### config.mk
export PLATFORM = sky130hd
export DESIGN_NAME = barrett_u_precompute_32b_flat
export DESIGN_NICKNAME = d
export VERILOG_FILES = /design/src/rtl/barrett_u_precompute_32b_pkg.sv /design/src/rtl/barrett_u_precompute_32b_if.sv /design/src/rtl/barrett_u_precompute_32b_div_step.sv /design/src/rtl/barrett_u_precompute_32b.sv /design/src/flat_wrapper.sv
export SDC_FILE = /design/constraint.sdc
export NUM_CORES = 1
export LEC_CHECK = 0
export CELL_PAD_IN_SITES_DETAIL_PLACEMENT = 1
export CELL_PAD_IN_SITES_GLOBAL_PLACEMENT = 2
export CORE_MARGIN = 8
export CORE_UTILIZATION = 32
export DETAILED_ROUTE_END_ITERATION = 10
export PLACE_DENSITY = 0.86
export SYNTH_ARGS = -nofsm -noshare
export SYNTH_HDL_FRONTEND = slang
export SYNTH_SLANG_ARGS = --single-unit
### constraint.sdc
create_clock -name iClk -period 2.7 [get_ports iClk]
set_input_delay 0.54 -clock iClk [delete_from_list [all_inputs] [get_ports iClk]]
set_output_delay 0.54 -clock iClk [all_outputs]
set_load 0.01 [all_outputs]
### src/rtl/barrett_u_precompute_32b_pkg.sv
// Shared widths, iteration count and FSM state encoding for the Barrett
// constant precompute block.
package barrett_pkg;

   localparam int unsigned DATA_W_DEF = 32;
   localparam int unsigned U_W_DEF    = 2 * DATA_W_DEF;
   localparam int unsigned ITER_COUNT = U_W_DEF + 1;

   localparam logic [1:0] S_IDLE = 2'd0;
   localparam logic [1:0] S_CALC = 2'd1;
   localparam logic [1:0] S_DONE = 2'd2;

   typedef enum logic [1:0] {
      ST_IDLE = S_IDLE,
      ST_CALC = S_CALC,
      ST_DONE = S_DONE
   } state_e;

endpackage

### src/rtl/barrett_u_precompute_32b_if.sv
// Request/result bundle between the Barrett constant precompute block and its
// requester.
interface barrett_u_precompute_32b_if
   import barrett_pkg::*;
#(
   parameter int unsigned DATA_W = DATA_W_DEF,
   parameter int unsigned U_W    = U_W_DEF
);
   logic              iEn;
   logic              iClr;
   logic              iStart;
   logic [DATA_W-1:0] iMod;
   logic              oReady;
   logic              oValid;
   logic [U_W-1:0]    oU;
   logic              oErr;

   modport master (
      output iEn, iClr, iStart, iMod,
      input  oReady, oValid, oU, oErr
   );

   modport slave (
      input  iEn, iClr, iStart, iMod,
      output oReady, oValid, oU, oErr
   );
endinterface

### src/rtl/barrett_u_precompute_32b_div_step.sv
// One radix-2 restoring division step: shift in a dividend bit, subtract the
// modulus when it fits, and emit the quotient bit.
module barrett_div_step #(
   parameter int unsigned DATA_W = 32
) (
   input  logic [DATA_W:0]   rem_i,
   input  logic              bit_i,
   input  logic [DATA_W-1:0] mod_i,
   output logic [DATA_W:0]   rem_o,
   output logic              q_o
);
   logic [DATA_W+1:0] shifted;
   logic [DATA_W+1:0] diff;

   // rem_i < mod_i, so the shifted value never reaches the top bit and the
   // difference MSB is a clean borrow flag.
   always_comb begin
      shifted = {rem_i, bit_i};
      diff    = shifted - {2'b00, mod_i};
      q_o     = ~diff[DATA_W+1];
      rem_o   = q_o ? diff[DATA_W:0] : shifted[DATA_W:0];
   end
endmodule

### src/rtl/barrett_u_precompute_32b.sv
// Computes floor(2^U_W / modulus) by sequential restoring division, one
// quotient bit per enabled clock, for loading a Barrett multiplier.
module barrett_u_precompute_32b
   import barrett_pkg::*;
#(
   parameter int unsigned DATA_W = DATA_W_DEF,
   parameter int unsigned U_W    = U_W_DEF
) (
   input logic                      iClk,
   input logic                      iRstN,
   barrett_u_precompute_32b_if.slave bus
);
   localparam int unsigned ITERS = U_W + 1;
   localparam int unsigned CNT_W = $clog2(ITERS);

   state_e            state_q, state_d;
   logic [CNT_W-1:0]  cnt_q, cnt_d;
   logic [DATA_W:0]   rem_q, rem_d;
   logic [U_W:0]      quot_q, quot_d;
   logic [DATA_W-1:0] mod_q, mod_d;
   logic [U_W-1:0]    u_q, u_d;
   logic              err_q, err_d;

   logic [DATA_W:0]   step_rem;
   logic              step_q;
   logic              mod_small;
   logic              last_iter;

   // The quotient register starts holding the dividend 2^U_W: its MSB feeds
   // the divider while quotient bits fill in from the LSB.
   barrett_div_step #(.DATA_W(DATA_W)) u_step (
      .rem_i (rem_q),
      .bit_i (quot_q[U_W]),
      .mod_i (mod_q),
      .rem_o (step_rem),
      .q_o   (step_q)
   );

   assign mod_small = (bus.iMod[DATA_W-1:1] == '0);
   assign last_iter = (cnt_q == CNT_W'(ITERS - 1));

   always_comb begin
      state_d = state_q;
      cnt_d   = cnt_q;
      rem_d   = rem_q;
      quot_d  = quot_q;
      mod_d   = mod_q;
      u_d     = u_q;
      err_d   = err_q;
      if (bus.iEn) begin
         if (bus.iClr) begin
            state_d = ST_IDLE;
            err_d   = 1'b0;
         end else begin
            case (state_q)
               ST_IDLE: begin
                  if (bus.iStart) begin
                     mod_d       = bus.iMod;
                     rem_d       = '0;
                     cnt_d       = '0;
                     quot_d      = '0;
                     quot_d[U_W] = 1'b1;
                     if (mod_small) begin
                        state_d = ST_DONE;
                        u_d     = '1;
                        err_d   = 1'b1;
                     end else begin
                        state_d = ST_CALC;
                     end
                  end
               end
               ST_CALC: begin
                  rem_d  = step_rem;
                  quot_d = {quot_q[U_W-1:0], step_q};
                  cnt_d  = cnt_q + CNT_W'(1);
                  if (last_iter) begin
                     state_d = ST_DONE;
                     u_d     = quot_d[U_W-1:0];
                     err_d   = 1'b0;
                  end
               end
               ST_DONE: state_d = ST_IDLE;
               default: state_d = ST_IDLE;
            endcase
         end
      end
   end

   always_ff @(posedge iClk or negedge iRstN) begin
      if (!iRstN) begin
         state_q <= ST_IDLE;
         cnt_q   <= '0;
         rem_q   <= '0;
         quot_q  <= '0;
         mod_q   <= '0;
         u_q     <= '0;
         err_q   <= 1'b0;
      end else begin
         state_q <= state_d;
         cnt_q   <= cnt_d;
         rem_q   <= rem_d;
         quot_q  <= quot_d;
         mod_q   <= mod_d;
         u_q     <= u_d;
         err_q   <= err_d;
      end
   end

   assign bus.oReady = (state_q == ST_IDLE);
   assign bus.oValid = (state_q == ST_DONE);
   assign bus.oU     = u_q;
   assign bus.oErr   = err_q;
endmodule

### src/flat_wrapper.sv
// flat-port wrapper written by rule: the top's interface ports become plain ports
module barrett_u_precompute_32b_flat import barrett_pkg::*;
#(
   parameter int unsigned DATA_W = DATA_W_DEF,
   parameter int unsigned U_W    = U_W_DEF
)
  (iClk, iRstN, bus_iEn, bus_iClr, bus_iStart, bus_iMod, bus_oReady, bus_oValid, bus_oU, bus_oErr);
  barrett_u_precompute_32b_if #(.DATA_W(DATA_W), .U_W(U_W)) bus_i ();
  input logic iClk;
  input logic iRstN;
  input wire logic [$bits(bus_i.iEn)-1:0] bus_iEn;
  input wire logic [$bits(bus_i.iClr)-1:0] bus_iClr;
  input wire logic [$bits(bus_i.iStart)-1:0] bus_iStart;
  input wire logic [$bits(bus_i.iMod)-1:0] bus_iMod;
  output wire logic [$bits(bus_i.oReady)-1:0] bus_oReady;
  output wire logic [$bits(bus_i.oValid)-1:0] bus_oValid;
  output wire logic [$bits(bus_i.oU)-1:0] bus_oU;
  output wire logic [$bits(bus_i.oErr)-1:0] bus_oErr;
  assign bus_i.iEn = bus_iEn;
  assign bus_i.iClr = bus_iClr;
  assign bus_i.iStart = bus_iStart;
  assign bus_i.iMod = bus_iMod;
  assign bus_oReady = bus_i.oReady;
  assign bus_oValid = bus_i.oValid;
  assign bus_oU = bus_i.oU;
  assign bus_oErr = bus_i.oErr;
  barrett_u_precompute_32b #(.DATA_W(DATA_W), .U_W(U_W)) u_core (.iClk(iClk), .iRstN(iRstN), .bus(bus_i));
endmodule
==> impl_metrics.toml <==
[timing]
clock.fmax_ghz = 0.356
period_minus_slack_ns = 2.81
worst_slack_ns = -0.106
rsz0062_at_grt = "yes"
hold_viol_final = 0
drv_slew = 0
finClkSkew_ns = 0.00672
timing.hold.ws_ns = 0.475
slew_headroom_pct = 39.3
worst_slew_pin_slew_ns = 0.909
period_share_pct = 104
setup_viol = 31

[final_layout]
fin_nets = 1426
fin_cells = 1774
multiInputGateArea_mm2 = 0.00475
final_util_pct = 43.7
ff_latch_area_mm2 = 0.00511
diodes = 0
n_fill_cell = 3629
layout-drive-gt1-share_pct = 17.6
syn2layout_area_growth_pct = 36.0

[cts]
cts.sinks = 204
clockBufferDepth = 3
cts.clk_slew.worst_paths_ns = 0.06
root_buffer = "clkbuf_16"
numCtsBuffers = 24
clkLatencyLatePin_ns = 0.53
cts_tree = "done"
h-tree-depth = 1

[run_status]
status = "finished with violations"
violations = "negative setup slack"

[setup_path]
worstPathArrival_ns = 3.20
crit_required_ns = 3.10
reg2regPathDepth = 13
worst-path-max-fanout = 6
cp-end-kind = "register"
crit_type = "register to register"
crit_path_start_kind = "register"

[synthesis]
synth_area_leader_cell = "dfrtp_1"
yosysTopAreaCellShare_pct = 50.9
synth_top_family_by_area = "simple AND/OR/NAND/NOR gates"
syn_nets = 1214
yosys_warnings = 0
synth_cell_types = 50
yosysSeqAreaShare_pct = 50.9
synthXorXnorAreaFrac_pct = 3.13
ys.flop_type = "dfrtp_1"
synth_simple_gate_area_share_pct = 20.4
synth_fa_ha_area_share_pct = 4.44
async_reset_ff_share_pct = 100
syn_area_per_cell_um2 = 8.78
synth_edf_count = 0
synth_seq_cells = 204
syn_area_mm2 = 0.0100
syn_inst = 1142
muxShareOfSynthArea_pct = 2.71
netlist_top_cells_area = "dfrtp_1 51%, nand2_1 11%, o21ai_0 5.9%, ha_1 4.2%, nand3_1 3.5%"
synth_compound_area_share_pct = 14.0

[floorplan]
fp.dieH_um = 193
io_pins = 104
chipWidth_um = 193
core_mm2 = 0.0312
die-area_mm2 = 0.0373
start_util_pct = 32.1
rows = 65

[place]
port_buffers = 103
preCtsSetupSlack_ns = -0.226
post-dp-hpwl_mm = 21.0
routabilityCongestion = 0.883
dp.cells = 1711

[hold_path]
hold_class = "register to register"
hold_depth = 2

[routing]
drc = 0
wl_mm = 30.5
drt_iter0_drc = 526
viasPerCell = 4.98
vias = 8841
wl_per_cell_um = 17.2
antenna_left = 0
firstDrtPassIters = 4

[grt]
antenna_found_initial = 0
grt_first_pass_wirelength_mm = 50.6
grt_start_max_net_pins = 79
grt_usage_pct = 16.6
grt_overflow = 0
grt_pass1_vias = 9691

[pwr]
powerDensity_mw_per_mm2 = 1350
peakVddDrop_uv = 542
power.leakage_uw = 0.00667

[flow_run]
max_cap_violations = 0
## cells in the mapped netlist, types with 2 or more instances
cell type and number:
nor2_1 87, a211o_1 2, o31ai_1 6, o211ai_1 4, inv_1 45, o21bai_1 7, a221o_1 2, or3_1 4
o21ai_2 2, a21oi_1 36, o211a_1 2, buf_1 5, o21ai_1 22, nand2b_1 5, o21a_1 5, nor4_1 10
ha_1 34, nand4b_1 3, mux2i_1 26, nor2b_1 3, a2bb2oi_1 4, a211oi_1 3, a22o_1 2, dfrtp_1 204
o21ai_0 119, clkbuf_1 56, xnor2_1 15, a31oi_1 3, o221ai_1 2, nand4_1 9, buf_6 4, a21o_1 13
xor2_1 19, nand2_1 288, nand3_1 71, nor3_1 6
## flip-flops by register name (all words and copies together), names as in the netlist
name / count
u_core.bus.oU: 64
u_core.state_q: 2
u_core.quot_q: 65
u_core.rem_q: 33
u_core.bus.oErr: 1
u_core.mod_q: 32
u_core.cnt_q: 7
## placed cells by master, fill, tap and decap left out, types with 3 or more instances in the layout
cell type        instances
nand2_1                287
dfrtp_1                203
buf_4                  135
o21ai_0                110
clkdlybuf4s50_1        102
nor2_1                  86
nand3_1                 71
inv_1                   43
o21ai_1                 30
ha_1                    25
clkbuf_16               24
a21oi_1                 23
mux2i_1                 21
xor2_1                  19
xnor2_1                 15
a21o_1                  13
a21oi_2                 13
nor4_1                  10
buf_12                  10
nand4_1                  9
ha_4                     8
o21bai_1                 7
nor3_1                   6
clkbuf_8                 6
mux2i_2                  5
o21a_1                   5
nand2b_1                 5
o31ai_1                  4
o211ai_1                 4
or3_1                    4
clkinv_2                 4
a31oi_1                  3
nand4b_1                 3
a211oi_1                 3
o21ai_2                  3
clkbuf_1                 3
clkinvlp_4               3
## path summary, 6_finish.rpt
path / start / end / slack, ns
max: u_core.mod_q[4] / u_core.rem_q[13] / -0.11
min: u_core.bus.oU[56] / u_core.bus.oU[56] / 0.48
max reg2reg: u_core.mod_q[4] / u_core.rem_q[13] / -0.11
min reg2reg: u_core.bus.oU[56] / u_core.bus.oU[56] / 0.48
max in group asynchronous: iRstN / u_core.quot_q[17] / 1.34
min in group asynchronous: iRstN / u_core.rem_q[19] / 0.54
## power breakdown
| part | leakage (uW) | switching (uW) | internal, uW |
|---|---|---|---|
| clock | 0.000398 | 1350 | 2000 |
| sequential | 0.00267 | 622 | 3990 |
| combinational | 0.00360 | 5290 | 5220 |
## kinds of logic after synthesis
| group | count (synthesis) |
|---|---|
| multiplexers | 27 |
| XOR/XNOR | 35 |
| flip-flops | 204 |
| buffers and inverters | 110 |
| AND/OR/NAND/NOR | 490 |
| AO/OA/AOI/OAI | 241 |
| adder cells (fa/ha/maj) | 35 |
## final cells by class
| cell class | instances | area share [%] |
|---|---|---|
| clock inverter | 11 | 0.935 |
| sequential | 204 | 37.4 |
| timing repair buffer | 251 | 16.8 |
| multi-input combinational | 828 | 34.8 |
| clock buffer | 33 | 5.09 |
| tap | 402 | 3.69 |
| inverter | 45 | 1.24 |
## per-layer routing
layer / global-route usage, % / vias to the layer above / wire length, um
met4: 4.82 / 0 / 808
met5: 0 / - / 0
li1: - / 4272 / -
met1: 21.3 / 4384 / 13600
met3: 2.34 / 58 / 1100
met2: 28.9 / 127 / 14900
## critical path, cell delays in order (launching register included)
cell and delay [ns]:
dfrtp_1 0.38, inv_2 0.08, ha_4 0.20, a21o_1 0.18, a211o_1 0.25, o21ai_2 0.19, nand2_1 0.10, a211o_1 0.32
a21oi_4 0.23, xnor2_4 0.15, buf_12 0.17, buf_12 0.14, mux2i_2 0.22, o21ai_2 0.07
## repair_timing
action	CTS	global route
endpoints found under the setup margin	34	35
pin swaps	25	11
hold buffers	1	0
gates resized for setup	40	17
hold endpoints to repair	57	0
gates cloned	1	0
setup buffers	13	4
## stage by stage
stage / power [uW] / setup TNS (ns) / area, um^2
floorplan: 9880 / 0 / 10100
global placement: 13600 / -10.69 / 12400
detailed placement: 14000 / -13.61 / 12400
CTS: 18300 / -1.62 / 13600
global route: 19800 / -6.51 / 13600
finish: 18500 / -2.18 / 13600
Power figures use the tool's default switching activity.
